## src/rtl/aes_pkg.sv

```systemverilog
// Shared widths, FSM states and error codes
// for the AES input stream receiver.
package aes_pkg;

  localparam int DATA_W = 128;
  localparam int ID_W   = 32;
  localparam int CNT_W  = 16;

  typedef enum logic [1:0] {
    S_TEXT,
    S_KEY,
    S_ISSUE
  } rx_state_t;

  typedef enum logic [1:0] {
    ERR_NONE        = 2'b00,
    ERR_EARLY_LAST  = 2'b01,
    ERR_NO_LAST     = 2'b10,
    ERR_ID_MISMATCH = 2'b11
  } rx_err_t;

endpackage

```

## src/rtl/aes_stream_rx_if.sv

```systemverilog
// Beat stream in, job port out, as seen
// between stream source, receiver and core.
interface aes_stream_rx_if;
  import aes_pkg::*;

  logic              tvalid;
  logic              tlast;
  logic              tready;
  logic [ID_W-1:0]   tid;
  logic [DATA_W-1:0] tdata;
  logic              job_valid;
  logic              job_ready;
  logic [ID_W-1:0]   job_id;
  logic [DATA_W-1:0] job_text;
  logic [DATA_W-1:0] job_key;

  modport master (
    output tvalid, tlast, tid, tdata,
    output job_ready,
    input  tready,
    input  job_valid, job_id,
    input  job_text, job_key
  );

  modport slave (
    input  tvalid, tlast, tid, tdata,
    input  job_ready,
    output tready,
    output job_valid, job_id,
    output job_text, job_key
  );

endinterface

```

## src/rtl/aes_stream_rx.sv

```systemverilog
// Pairs text and key beats into cipher jobs,
// dropping and counting malformed beats.
module aes_stream_rx
  import aes_pkg::*;
#(
  parameter int CNT_W = aes_pkg::CNT_W
) (
  input  logic             sclk,
  input  logic             srst_n,
  aes_stream_rx_if.slave   s,
  output logic             err_pulse,
  output logic [1:0]       err_code,
  output logic [CNT_W-1:0] err_count
);

  rx_state_t         state_q, state_d;
  logic              tready_q;
  logic [ID_W-1:0]   id_q, id_d;
  logic [DATA_W-1:0] text_q, text_d;
  logic [DATA_W-1:0] key_q, key_d;
  logic              pulse_q, pulse_d;
  rx_err_t           code_q, code_d;
  logic [CNT_W-1:0]  cnt_q, cnt_d;
  rx_err_t           err_kind;
  logic              err_hit;
  logic              accept;

  assign accept = s.tvalid && tready_q;

  always_comb begin
    state_d  = state_q;
    id_d     = id_q;
    text_d   = text_q;
    key_d    = key_q;
    err_hit  = 1'b0;
    err_kind = ERR_NONE;
    unique case (state_q)
      S_TEXT: begin
        if (accept && s.tlast) begin
          err_hit  = 1'b1;
          err_kind = ERR_EARLY_LAST;
        end else if (accept) begin
          text_d  = s.tdata;
          id_d    = s.tid;
          state_d = S_KEY;
        end
      end
      S_KEY: begin
        if (accept && !s.tlast) begin
          // restart the pair on this beat
          err_hit  = 1'b1;
          err_kind = ERR_NO_LAST;
          text_d   = s.tdata;
          id_d     = s.tid;
        end else if (accept) begin
          if (s.tid == id_q) begin
            key_d   = s.tdata;
            state_d = S_ISSUE;
          end else begin
            err_hit  = 1'b1;
            err_kind = ERR_ID_MISMATCH;
            state_d  = S_TEXT;
          end
        end
      end
      S_ISSUE: begin
        if (s.job_ready) state_d = S_TEXT;
      end
      default: state_d = S_TEXT;
    endcase
  end

  always_comb begin
    pulse_d = err_hit;
    code_d  = err_hit ? err_kind : code_q;
    cnt_d   = cnt_q;
    if (err_hit && cnt_q != '1)
      cnt_d = cnt_q + CNT_W'(1);
  end

  always_ff @(posedge sclk or negedge srst_n) begin
    if (!srst_n) begin
      state_q  <= S_TEXT;
      tready_q <= 1'b0;
      id_q     <= '0;
      text_q   <= '0;
      key_q    <= '0;
      pulse_q  <= 1'b0;
      code_q   <= ERR_NONE;
      cnt_q    <= '0;
    end else begin
      state_q  <= state_d;
      tready_q <= (state_d != S_ISSUE);
      id_q     <= id_d;
      text_q   <= text_d;
      key_q    <= key_d;
      pulse_q  <= pulse_d;
      code_q   <= code_d;
      cnt_q    <= cnt_d;
    end
  end

  assign s.tready    = tready_q;
  assign s.job_valid = (state_q == S_ISSUE);
  assign s.job_id    = id_q;
  assign s.job_text  = text_q;
  assign s.job_key   = key_q;
  assign err_pulse   = pulse_q;
  assign err_code    = code_q;
  assign err_count   = cnt_q;

endmodule

```

## src/flat_wrapper.sv

```systemverilog
// flat-port wrapper written by rule: the top's interface ports become plain ports
module aes_stream_rx_flat import aes_pkg::*;
#(
  parameter int CNT_W = aes_pkg::CNT_W
)
  (sclk, srst_n, err_pulse, err_code, err_count, s_tvalid, s_tlast, s_tid, s_tdata, s_job_ready, s_tready, s_job_valid, s_job_id, s_job_text, s_job_key);
  aes_stream_rx_if s_i ();
  input  logic sclk;
  input  logic srst_n;
  output logic err_pulse;
  output logic [1:0] err_code;
  output logic [CNT_W-1:0] err_count;
  input wire logic [$bits(s_i.tvalid)-1:0] s_tvalid;
  input wire logic [$bits(s_i.tlast)-1:0] s_tlast;
  input wire logic [$bits(s_i.tid)-1:0] s_tid;
  input wire logic [$bits(s_i.tdata)-1:0] s_tdata;
  input wire logic [$bits(s_i.job_ready)-1:0] s_job_ready;
  output wire logic [$bits(s_i.tready)-1:0] s_tready;
  output wire logic [$bits(s_i.job_valid)-1:0] s_job_valid;
  output wire logic [$bits(s_i.job_id)-1:0] s_job_id;
  output wire logic [$bits(s_i.job_text)-1:0] s_job_text;
  output wire logic [$bits(s_i.job_key)-1:0] s_job_key;
  assign s_i.tvalid = s_tvalid;
  assign s_i.tlast = s_tlast;
  assign s_i.tid = s_tid;
  assign s_i.tdata = s_tdata;
  assign s_i.job_ready = s_job_ready;
  assign s_tready = s_i.tready;
  assign s_job_valid = s_i.job_valid;
  assign s_job_id = s_i.job_id;
  assign s_job_text = s_i.job_text;
  assign s_job_key = s_i.job_key;
  aes_stream_rx #(.CNT_W(CNT_W)) u_core (.sclk(sclk), .srst_n(srst_n), .s(s_i), .err_pulse(err_pulse), .err_code(err_code), .err_count(err_count));
endmodule
```

## config.mk

```make
export PLATFORM = sky130hd
export DESIGN_NAME = aes_stream_rx_flat
export DESIGN_NICKNAME = d
export VERILOG_FILES = /design/src/rtl/aes_pkg.sv /design/src/rtl/aes_stream_rx_if.sv /design/src/rtl/aes_stream_rx.sv /design/src/flat_wrapper.sv
export SDC_FILE = /design/constraint.sdc
export NUM_CORES = 1
export LEC_CHECK = 0
export CORE_UTILIZATION = 30
export CTS_CLUSTER_DIAMETER = 150
export DETAILED_ROUTE_END_ITERATION = 16
export PLACE_DENSITY = 0.7
export SLEW_MARGIN = 10
export SYNTH_ARGS = -nofsm -noshare
export SYNTH_HDL_FRONTEND = slang
export SYNTH_SLANG_ARGS = --single-unit
```

## constraint.sdc

```tcl
create_clock -name sclk -period 4.1 [get_ports sclk]
set_clock_uncertainty 0.2 [all_clocks]
set_input_delay 0.82 -clock sclk [delete_from_list [all_inputs] [get_ports sclk]]
set_output_delay 0.82 -clock sclk [all_outputs]
set_load 0.02 [all_outputs]
```

== Yosys cells after proc, flatten, opt, wreduce, memory -nomap -nowiden ==
Cells that the tools add are included.
Word-level totals
  register bits after elaboration: 310
  latch bits: 0
  bits in writable memories: 0
  bits in read-only memories: 0
  input port bits: 165
  logic and storage cells: 52
  memories: 0
Operators by class
  $add $sub $neg: 1
  multipliers: 0
  divide/modulo/power cells: 0
  magnitude comparators: 0
  equal/unequal tests: 8
  shift operators: 0
  mux-type cells: 25
  bitwise logic cells: 1
  reduce and logical (&&, ||, !) cells: 9
Operators with widths (number)
  $mux W128: 3
  $pmux W128 S2: 1
  $mux W32: 3
  $pmux W32 S2: 1
  $eq A32 B32 Y1: 1
  $mux W2: 9
  $add A16 B1 Y16 const B: 1
  $ne A16 B16 Y1 const B: 1
  $reduce_and A4 Y1: 2
  $pmux W2 S3: 1
  $mux W1: 5
  $logic_and A1 B1 Y1: 4
  $ne A2 B1 Y1 const B: 2
  $ne A2 B2 Y1 const B: 2
  $pmux W2 S2: 1
  $eq A2 B1 Y1 const B: 1
  $eq A2 B2 Y1 const B: 1
  $logic_not A2 Y1: 1
  $pmux W1 S2: 1
  $reduce_bool A2 Y1: 1
  $logic_not A1 Y1: 1
  $not A1 Y1: 1

== Depth between registers and ports, before layout ==
Gate-level depths: netlist (run 1).
  depth after elaboration: 6
  mapped depth: 8
  depth with buffers taken out: 6

== Worst setup path before layout (run 1) ==
OpenSTA, ideal clock, no wires.
  path kind: input port to flip-flop
  from: input s_tid[18]
  to: register u_core.key_q[0], in the netlist u_core.s.job_key[0]
  library setup time: 0.127 ns
  arrival time: 2.281 ns
  path slack: 1.491 ns
  stages: 8
  path buffers: 2
  cell sequence: xnor2_1 -> nand4_1 -> nor4_2 -> nand3_1 -> nor2_4 -> buf_12 -> buf_6 -> mux2_1
On the way
  word-level cells in the longest chain between the ends: 2
Ends and longest elaborated chain
  from (decl): RTL line flat_wrapper.sv:15  | input wire logic [$bits(s_i.tid)-1:0] s_tid;
  $eq A32 B32 Y1: RTL line aes_stream_rx.sv:56  | if (s.tid == id_q) begin
  $reduce_and A4 Y1 (no source line)
  to (signal assigned): RTL line aes_stream_rx.sv:96  | key_q <= key_d;
  to (decl): RTL line aes_stream_rx.sv:20  | logic [DATA_W-1:0] key_q, key_d;
No other way between the ends.
A chain may end at the register's enable or synchronous reset.

== Final worst setup path (run 1) ==
  from: input s_tid[6]
  to: register u_core.key_q[12], in the netlist u_core.s.job_key[12]
The elaborated chain is that of the path after synthesis.

==> impl_metrics.toml, run 1 <==
[setup_path]
critical_path.max_fanout = 68
crit_arrival_ps = 3260
slowest_delay_ps = 510
slowest_stage = "clkdlybuf4s50_1"
end_kind = "register"
crit_chain = "clkdlybuf4s50_1 > xnor2_1 > nand4_1 > nor3_1 > nand3_1 > nor2_4 > buf_12 > mux2_1"
cp-start-kind = "primary input"
critPathKind = "in -> reg"
cp.required_ps = 4300

[yosys]
synth_area_um2 = 12080
ys_async_sr_fraction_pct = 100.0
ys_warn_count = 0
ys_ff_latch = 310
ys_seq_area_share_pct = 64.22
ys_types = 33
synth_edf_count = 0
synth_fp_nets = 921
synthCells = 755
avgSynthCellArea_um2 = 16.00
synthFlopType = "dfrtp_1"

[layout]
final_common_cell = "clkdlybuf4s50_1"
syn2layout_area_growth_pct = 53.74
layout-drive-gt1-share_pct = 20.55
regArea_um2 = 7757
nNetsFinal = 1409
nFillCells = 3507
layout_common_cells = "clkdlybuf4s50_1, dfrtp_1, mux2_2"
fin_cells = 1796
multi_input_area_um2 = 4084

[power_and_ir_drop]
ir_drop_v = 0.0003495
p_leak_nw = 8.040
total_power_mw = 8.265
p_per_area_nw_per_um2 = 445.0

[detailed_routing]
ant_nets = 0
first_pass_iters = 4
drtIter0Drc = 244
vias = 8041
drc = 0
vias_per_cell = 4.477
wirelength_um = 32430
wl_per_cell_um = 18.06

[timing]
worst_pin_slew_ps = 713.7
period_needed_ps = 3062
relSlewSlack_pct = 52.42
setup_viol = 0
post-route-period-util_pct = 74.69
tns_ps = 0
report.final.slew_viol_count = 0
hold_violations = 0
hold_ws_ps = 122.8
max_freq_mhz = 326.6
rsz0062_at_grt = "no"

[cts]
cts_tree = "done"
cts_max_level = 2
root_buffer = "clkbuf_16"
clockBufferDepth = 3
cts_resized = 0
cts_made_buffers = 35
clock_sinks = 310
clock_latency_ps = 530
postCtsSetupBuffers = 0
ctsHoldBuffers = 0
clk_pin_slew_ps = 60

[global_route]
grtUsageTotal_pct = 15.60
antenna_found_initial = 2
grt-ovfl-total = 0
grt_pass1_wl_um = 50290
grt_pass1_vias = 8680
grt_max_degree = 92

[floorplanning]
dieArea_um2 = 41080
die_h_um = 202.7
die_w_um = 202.7
core-area_um2 = 39730
start_util_pct = 30.40
rows = 73
ioPinCount = 474

[placed_design]
io_buffers = 473
gp_congestion = 0.7872
dp_hpwl_um = 23290
dpl.cell_count = 1731

[run]
maxCapViolCount = 0

[outcome]
status = "finished, final reports clean"

[worst_hold_path]
min_path_type = "in -> async"
## flip-flops by register name, summed over array words and instances, names as in the netlist
name / cells
u_core.err_count: 16
u_core.s.job_id: 32
u_core.err_pulse: 1
u_core.state_q: 2
u_core.s.tready: 1
u_core.s.job_key: 128
u_core.err_code: 2
u_core.s.job_text: 128
## cell families after synthesis
group | after synthesis | synth area share (%)
DFF | 310 | 64.22
muxes | 289 | 26.94
and+or+nand+nor | 63 | 2.786
xor gates and xnor gates | 45 | 3.262
buffers and inverters | 35 | 2.040
AOI/OAI and AO/OA | 12 | 0.6526
adders and majority gates | 1 | 0.1036
## worst paths after layout
kind	cells after the start	slack (ps)	startpoint	endpoint
worst max-delay path	8	1040	s_tid[6]	u_core.s.job_key[12]
worst min-delay path	1	120	srst_n	u_core.err_count[15]
worst max register to register	7	1330	u_core.s.job_id[28]	u_core.s.job_key[12]
worst min register to register	2	280	u_core.err_code[1]	u_core.err_code[1]
max in group asynchronous	2	2740	srst_n	u_core.s.job_text[81]
min in group sclk	2	280	u_core.err_code[1]	u_core.err_code[1]
## critical path, delay by kind of cell
family / cells / cell delay [ps]
AND/OR/NAND/NOR: 4 / 970
buffers and inverters: 2 / 830
XOR/XNOR: 1 / 140
multiplexers: 1 / 380
## stage by stage
step	cell area, um^2	utilization, %	setup WS (ps)
after floorplan	12080	-	1491
after global placement	17410	43.82	570.8
after detailed placement	17410	43.82	539.1
after CTS	18570	46.74	1090
after global routing	18570	46.74	879.4
final	18570	46.75	1038
## synthesized netlist by cell type, types with 4 or more instances
library cell / count / area, um^2
nand3_1: 11 / 55.05
xnor2_1: 41 / 359.1
clkbuf_1: 8 / 30.03
nand4_1: 13 / 81.33
buf_6: 10 / 112.6
dfrtp_1: 310 / 7757
xor2_1: 4 / 35.03
nand2_1: 12 / 45.04
buf_2: 10 / 50.05
a21oi_1: 4 / 20.02
mux2_2: 191 / 2151
nor2_1: 12 / 45.04
mux2_1: 98 / 1104
## where the power goes
group          switching, mW  leakage (nW)  internal, mW  total [mW]
clock                   1.25         0.572          1.88        3.13
sequential             0.192          3.95          3.33        3.52
combinational          0.748          3.52         0.866        1.61
## metal layers
| metal | wire [um] | track usage (%) | up-vias |
|---|---|---|---|
| met4 | 907 | 5.424 | 0 |
| met1 | 13130 | 18.63 | 4037 |
| li1 | - | - | 3657 |
| met5 | 0 | 0 | - |
| met3 | 2375 | 5.281 | 59 |
| met2 | 16020 | 26.14 | 288 |
## cell type report
class | count | area share, %
clock inverters | 12 | 0.6871
multi-input cells | 410 | 21.99
inverters | 3 | 0.06063
flip-flops and latches | 310 | 41.77
well taps | 525 | 3.537
diodes | 1 | 0.01347
clock buffers | 52 | 5.551
repair buffers | 483 | 26.39
No activity file was read; power rests on OpenSTA's default activity.
==> run 2, diff against run 1 <==
--- a/config.mk
+++ b/config.mk
@@ -8,7 +8,7 @@
 export CORE_UTILIZATION = 30
 export CTS_CLUSTER_DIAMETER = 150
 export DETAILED_ROUTE_END_ITERATION = 16
-export PLACE_DENSITY = 0.7
+export PLACE_DENSITY = 0.72
 export SLEW_MARGIN = 10
 export SYNTH_ARGS = -nofsm -noshare
 export SYNTH_HDL_FRONTEND = slang
==> constraint.sdc (replaced) <==
create_clock -name sclk -period 2.54 [get_ports sclk]
set_clock_uncertainty 0.2 [all_clocks]
set_input_delay 0.508 -clock sclk [delete_from_list [all_inputs] [get_ports sclk]]
set_output_delay 0.508 -clock sclk [all_outputs]
set_load 0.02 [all_outputs]
==> impl_metrics.toml, run 2 (same netlist as run 1, synthesis figures left out) <==
[outcome]
status = "finished with violations"
violations = "negative setup slack"

[setup_path]
cp-start-kind = "primary input"
cp.required_ps = 2740
critical_path.max_fanout = 14
crit_arrival_ps = 2760
end_kind = "register"
critPathKind = "in -> reg"

[layout]
layout-drive-gt1-share_pct = 26.18
final_common_cell = "clkdlybuf4s50_1"
diodes = 0
syn2layout_area_growth_pct = 59.67
final_util_pct = 48.55
regArea_um2 = 7757
multi_input_area_um2 = 4304
nFillCells = 3482
fin_cells = 1835
nNetsFinal = 1457
layout_common_cells = "clkdlybuf4s50_1, dfrtp_1, mux2_2"

[detailed_routing]
wl_per_cell_um = 18.49
drtIter0Drc = 255
drc = 0
first_pass_iters = 6
vias = 8305
wirelength_um = 33930
vias_per_cell = 4.526
ant_nets = 0

[placed_design]
dp_hpwl_um = 24970
dpl.cell_count = 1772
io_buffers = 473
gp_congestion = 0.8170

[timing]
rsz0062_at_grt = "yes"
tns_ps = -212.5
setup_viol = 21
period_needed_ps = 2565
worst_pin_slew_ps = 456.2
relSlewSlack_pct = 69.59
finalWorstSetupSlack_ps = -24.69
hold_violations = 0
report.final.slew_viol_count = 0
post-route-period-util_pct = 101.0
max_freq_mhz = 389.9

[global_route]
grt_max_degree = 72
grt-ovfl-total = 0
antenna_found_initial = 0
grt_pass1_vias = 9119
grtUsageTotal_pct = 16.18
grt_pass1_wl_um = 52010

[floorplanning]
dieArea_um2 = 41080
die_w_um = 202.7
rows = 73
ioPinCount = 474
die_h_um = 202.7
start_util_pct = 30.40
core-area_um2 = 39730

[power_and_ir_drop]
ir_drop_v = 0.0004981
p_per_area_nw_per_um2 = 688.0
p_leak_nw = 8.343
total_power_mw = 13.27

[cts]
cts_max_level = 2
clk_pin_slew_ps = 60
clock_latency_ps = 520
root_buffer = "clkbuf_16"
clock_sinks = 310
clockBufferDepth = 3
cts_made_buffers = 35
cts_tree = "done"

[run]
maxCapViolCount = 0

[worst_hold_path]
min_path_type = "in -> reg"
-- run 2: changes by cell type in the layout (fill, tap and decap cells not counted), sizes merged --
cell and delta:
bufinv -1, dlygate4sd2 +1, dlygate4sd3 +1, clkbuf +1, clkdlybuf4s50 -3, clkinvlp -1, inv -1, dlymetal6s2s +2
diode -1, clkinv -5, buf +46
-- run 2: area by class of cell --
class	instances	share of cell area, %
Clock buffer	52	5.507
Clock inverter	4	0.2335
Inverter	3	0.05838
Sequential cell	310	40.22
Tap cell	525	3.406
Multi-Input combinational cell	410	22.31
Timing Repair Buffer	531	28.26
-- run 2: through the flow --
| step | setup slack, ps | hold WS (ps) | area [um^2] |
|---|---|---|---|
| finish | -24.69 | 88.02 | 19290 |
| global placement | -640.4 | 265.9 | 17870 |
| detailed placement | -677.9 | 271.3 | 17870 |
| floorplan | 241.5 | 12.41 | 12080 |
| global route | -79.40 | 91.32 | 19290 |
| CTS | -23.94 | 185.0 | 19040 |
-- run 2: timing repair --
| action | in CTS | in global routing |
|---|---|---|
| setup endpoints to repair | 112 | 120 |
| gates cloned | 0 | 1 |
| setup buffers | 2 | 3 |
| hold buffers | 1 | 0 |
| pin swaps | 2 | 7 |
| hold endpoints to repair | 41 | 0 |
| resized for setup | 12 | 50 |
-- run 2: power by group --
part | leakage, nW | total [mW] | switching [mW] | internal (mW)
clock network | 0.548 | 4.89 | 1.93 | 2.97
registers | 3.95 | 5.68 | 0.306 | 5.38
logic | 3.85 | 2.69 | 1.24 | 1.45
-- run 2: per-layer routing --
metal  up-vias  share of wire (%)  global-route usage (%)
met5         -                  0                       0
met4         0                2.7                   5.908
met3        53                7.0                   4.880
met2       283                 51                   27.84
met1      4220                 40                   18.97
li1       3749                  -                       -
-- run 2: final timing paths --
check / cells past startpoint / endpoint / slack, ps / from
setup / recovery: 9 / u_core.s.job_key[80] / -20 / s_tid[27]
hold / removal: 2 / u_core.s.job_id[29] / 90 / s_tid[29]
setup reg to reg: 8 / u_core.s.job_key[80] / 10 / u_core.s.job_id[16]
hold reg to reg: 1 / u_core.s.job_key[14] / 280 / u_core.s.job_key[14]
max in group asynchronous: 3 / u_core.s.job_text[55] / 1080 / srst_n
min in group asynchronous: 2 / u_core.s.job_id[27] / 300 / srst_n
-- run 2: critical path, stage by stage --
cell and delay, ps:
clkdlybuf4s50_1 490, xnor2_1 120, nand4_1 200, nor4_4 360, nand3_2 170, nor2_4 210, buf_12 180, buf_12 160
mux2_1 340
==> run 3, diff against run 2 <==
--- a/config.mk
+++ b/config.mk
@@ -5,6 +5,7 @@
 export SDC_FILE = /design/constraint.sdc
 export NUM_CORES = 1
 export LEC_CHECK = 0
+export CORE_ASPECT_RATIO = 2
 export CORE_UTILIZATION = 30
 export CTS_CLUSTER_DIAMETER = 150
 export DETAILED_ROUTE_END_ITERATION = 16
==> impl_metrics.toml, run 3 (same netlist as run 1, synthesis figures left out) <==
[power_and_ir_drop]
power_switching_mw = 3.457
ir_drop_v = 0.0006043
total_power_mw = 13.05
p_int_mw = 9.597
power_frac_comb_pct = 21.4
p_per_area_nw_per_um2 = 667.2
power_frac_clock_pct = 35.1
swShare_pct = 26.48
p_leak_nw = 8.527
p_seq_share_pct = 43.5

[timing]
max_freq_mhz = 393.5
relSlewSlack_pct = 55.63
finalWorstSetupSlack_ps = -1.129
setup_viol = 1
worst_pin_slew_ps = 665.5
hold_violations = 0
hold_ws_ps = 92.27
post-route-period-util_pct = 100.0
rsz0062_at_grt = "yes"
report.final.slew_viol_count = 0
tns_ps = -1.129
period_needed_ps = 2541

[detailed_routing]
vias = 8552
drtIter0Drc = 188
vias_per_cell = 4.566
ant_nets = 0
wirelength_um = 37850
drc = 0
first_pass_iters = 4
wl_per_cell_um = 20.21

[global_route]
grt_pass1_vias = 9570
grt_max_degree = 75
grt_pass1_wl_um = 55800
grt-ovfl-total = 0
grtUsageTotal_pct = 18.20
antenna_found_initial = 8

[outcome]
status = "finished with violations"
violations = "negative setup slack"

[setup_path]
cp-start-kind = "primary input"
critPathBufInv = 6
crit_chain = "clkdlybuf4s50_1 > xnor2_1 > nand4_1 > nor4_2 > buf_4 > nand3_4 > nor2_4 > buf_6 > buf_12 > buf_4 > buf_12 > mux2_2"
slowest_stage = "clkdlybuf4s50_1"
slowest_delay_ps = 490
end_kind = "register"
critPathKind = "in -> reg"
cp.required_ps = 2770
cp_top_family = "buffers and inverters"
crit_arrival_ps = 2770
critical_path.max_fanout = 8

[layout]
final_common_cell = "clkdlybuf4s50_1"
layout-drive-gt1-share_pct = 27.89
syn2layout_area_growth_pct = 61.96
nNetsFinal = 1487
final_util_pct = 49.45
final_cell_area_um2 = 19570
layout_common_cells = "clkdlybuf4s50_1, dfrtp_1, mux2_2"
fin_cells = 1873

[cts]
cts_max_level = 1
clock_sinks = 310
cts_made_buffers = 28
root_buffer = "clkbuf_16"
clk_pin_slew_ps = 70
cts_tree = "done"
clock_latency_ps = 560
clockBufferDepth = 3

[placed_design]
dpl.cell_count = 1801
io_buffers = 473
dp_hpwl_um = 28950
gp_congestion = 0.8943
dp_slack_ps = -593.4
place_area_um2 = 18060

[run]
maxCapViolCount = 0

[floorplanning]
dieArea_um2 = 41120
start_util_pct = 30.53
rows = 103
die_h_um = 285.8
core-area_um2 = 39560
ioPinCount = 474
die_w_um = 143.9

[worst_hold_path]
min_path_type = "in -> reg"
[run 3: changes by cell type in the layout (fill, tap and decap cells not counted), moves of 5 or more]
cell	previous run	this run
buf_4	34	61
clkbuf_16	38	30
diode_2	0	7
buf_6	2	7
[run 3: path summary, 6_finish.rpt]
kind / startpoint / end / slack, ps / cells past startpoint
min in group asynchronous: srst_n / u_core.s.job_text[21] / 340 / 2
hold / removal: s_tid[2] / u_core.s.job_id[2] / 90 / 2
max in group asynchronous: srst_n / u_core.err_count[11] / 1090 / 3
setup / recovery: s_tid[25] / u_core.s.job_key[122] / -1 / 12
setup reg to reg: u_core.s.job_id[26] / u_core.s.job_key[122] / 10 / 11
hold reg to reg: u_core.s.job_key[94] / u_core.s.job_key[94] / 280 / 1
[run 3: repair_timing]
action	4_1_cts	5_1_grt
resized for setup	15	69
endpoints found under the setup margin	10	129
hold endpoints to repair	58	0
hold buffers	1	0
pin swaps	10	6
buffers inserted	10	4
gates cloned	1	1
[run 3: worst register-to-register path, delay by kind of cell (launching register included)]
kind,cells,cell delay [ps]
buffers and inverters,5,660
multiplexers,1,330
flip-flops,1,410
AND/OR/NAND/NOR,4,650
XOR/XNOR,1,140
[run 3: area by class of cell]
cell class              count  area, um^2
fillers                  3453       20000
flip-flops and latches    310        7757
repair buffers            568        5807
multi-input cells         410        4315
clock buffers              43       858.3
well taps                 525       656.9
clock inverters             7       141.4
diodes                      7       17.52
inverters                   3       11.26
[run 3: power groups by stage]
stage	clock network [mW]	logic, mW	registers (mW)
2_1_floorplan	0	0.605	6.28
3_3_place_gp	0	2.77	5.74
3_5_place_dp	0	2.80	5.77
4_1_cts	4.72	2.81	5.68
5_1_grt	4.88	2.95	5.74
6_report	4.58	2.80	5.68
[run 3: metal layers]
metal / routed length [um] / vias up / part of all wire (%) / global-route usage, %
li1: - / 3815 / - / -
met1: 12290 / 4280 / 32 / 17.59
met2: 20880 / 337 / 55 / 34.02
met3: 2079 / 118 / 5.5 / 3.314
met4: 2578 / 2 / 6.8 / 12.45
met5: 13 / - / 0.034 / 0
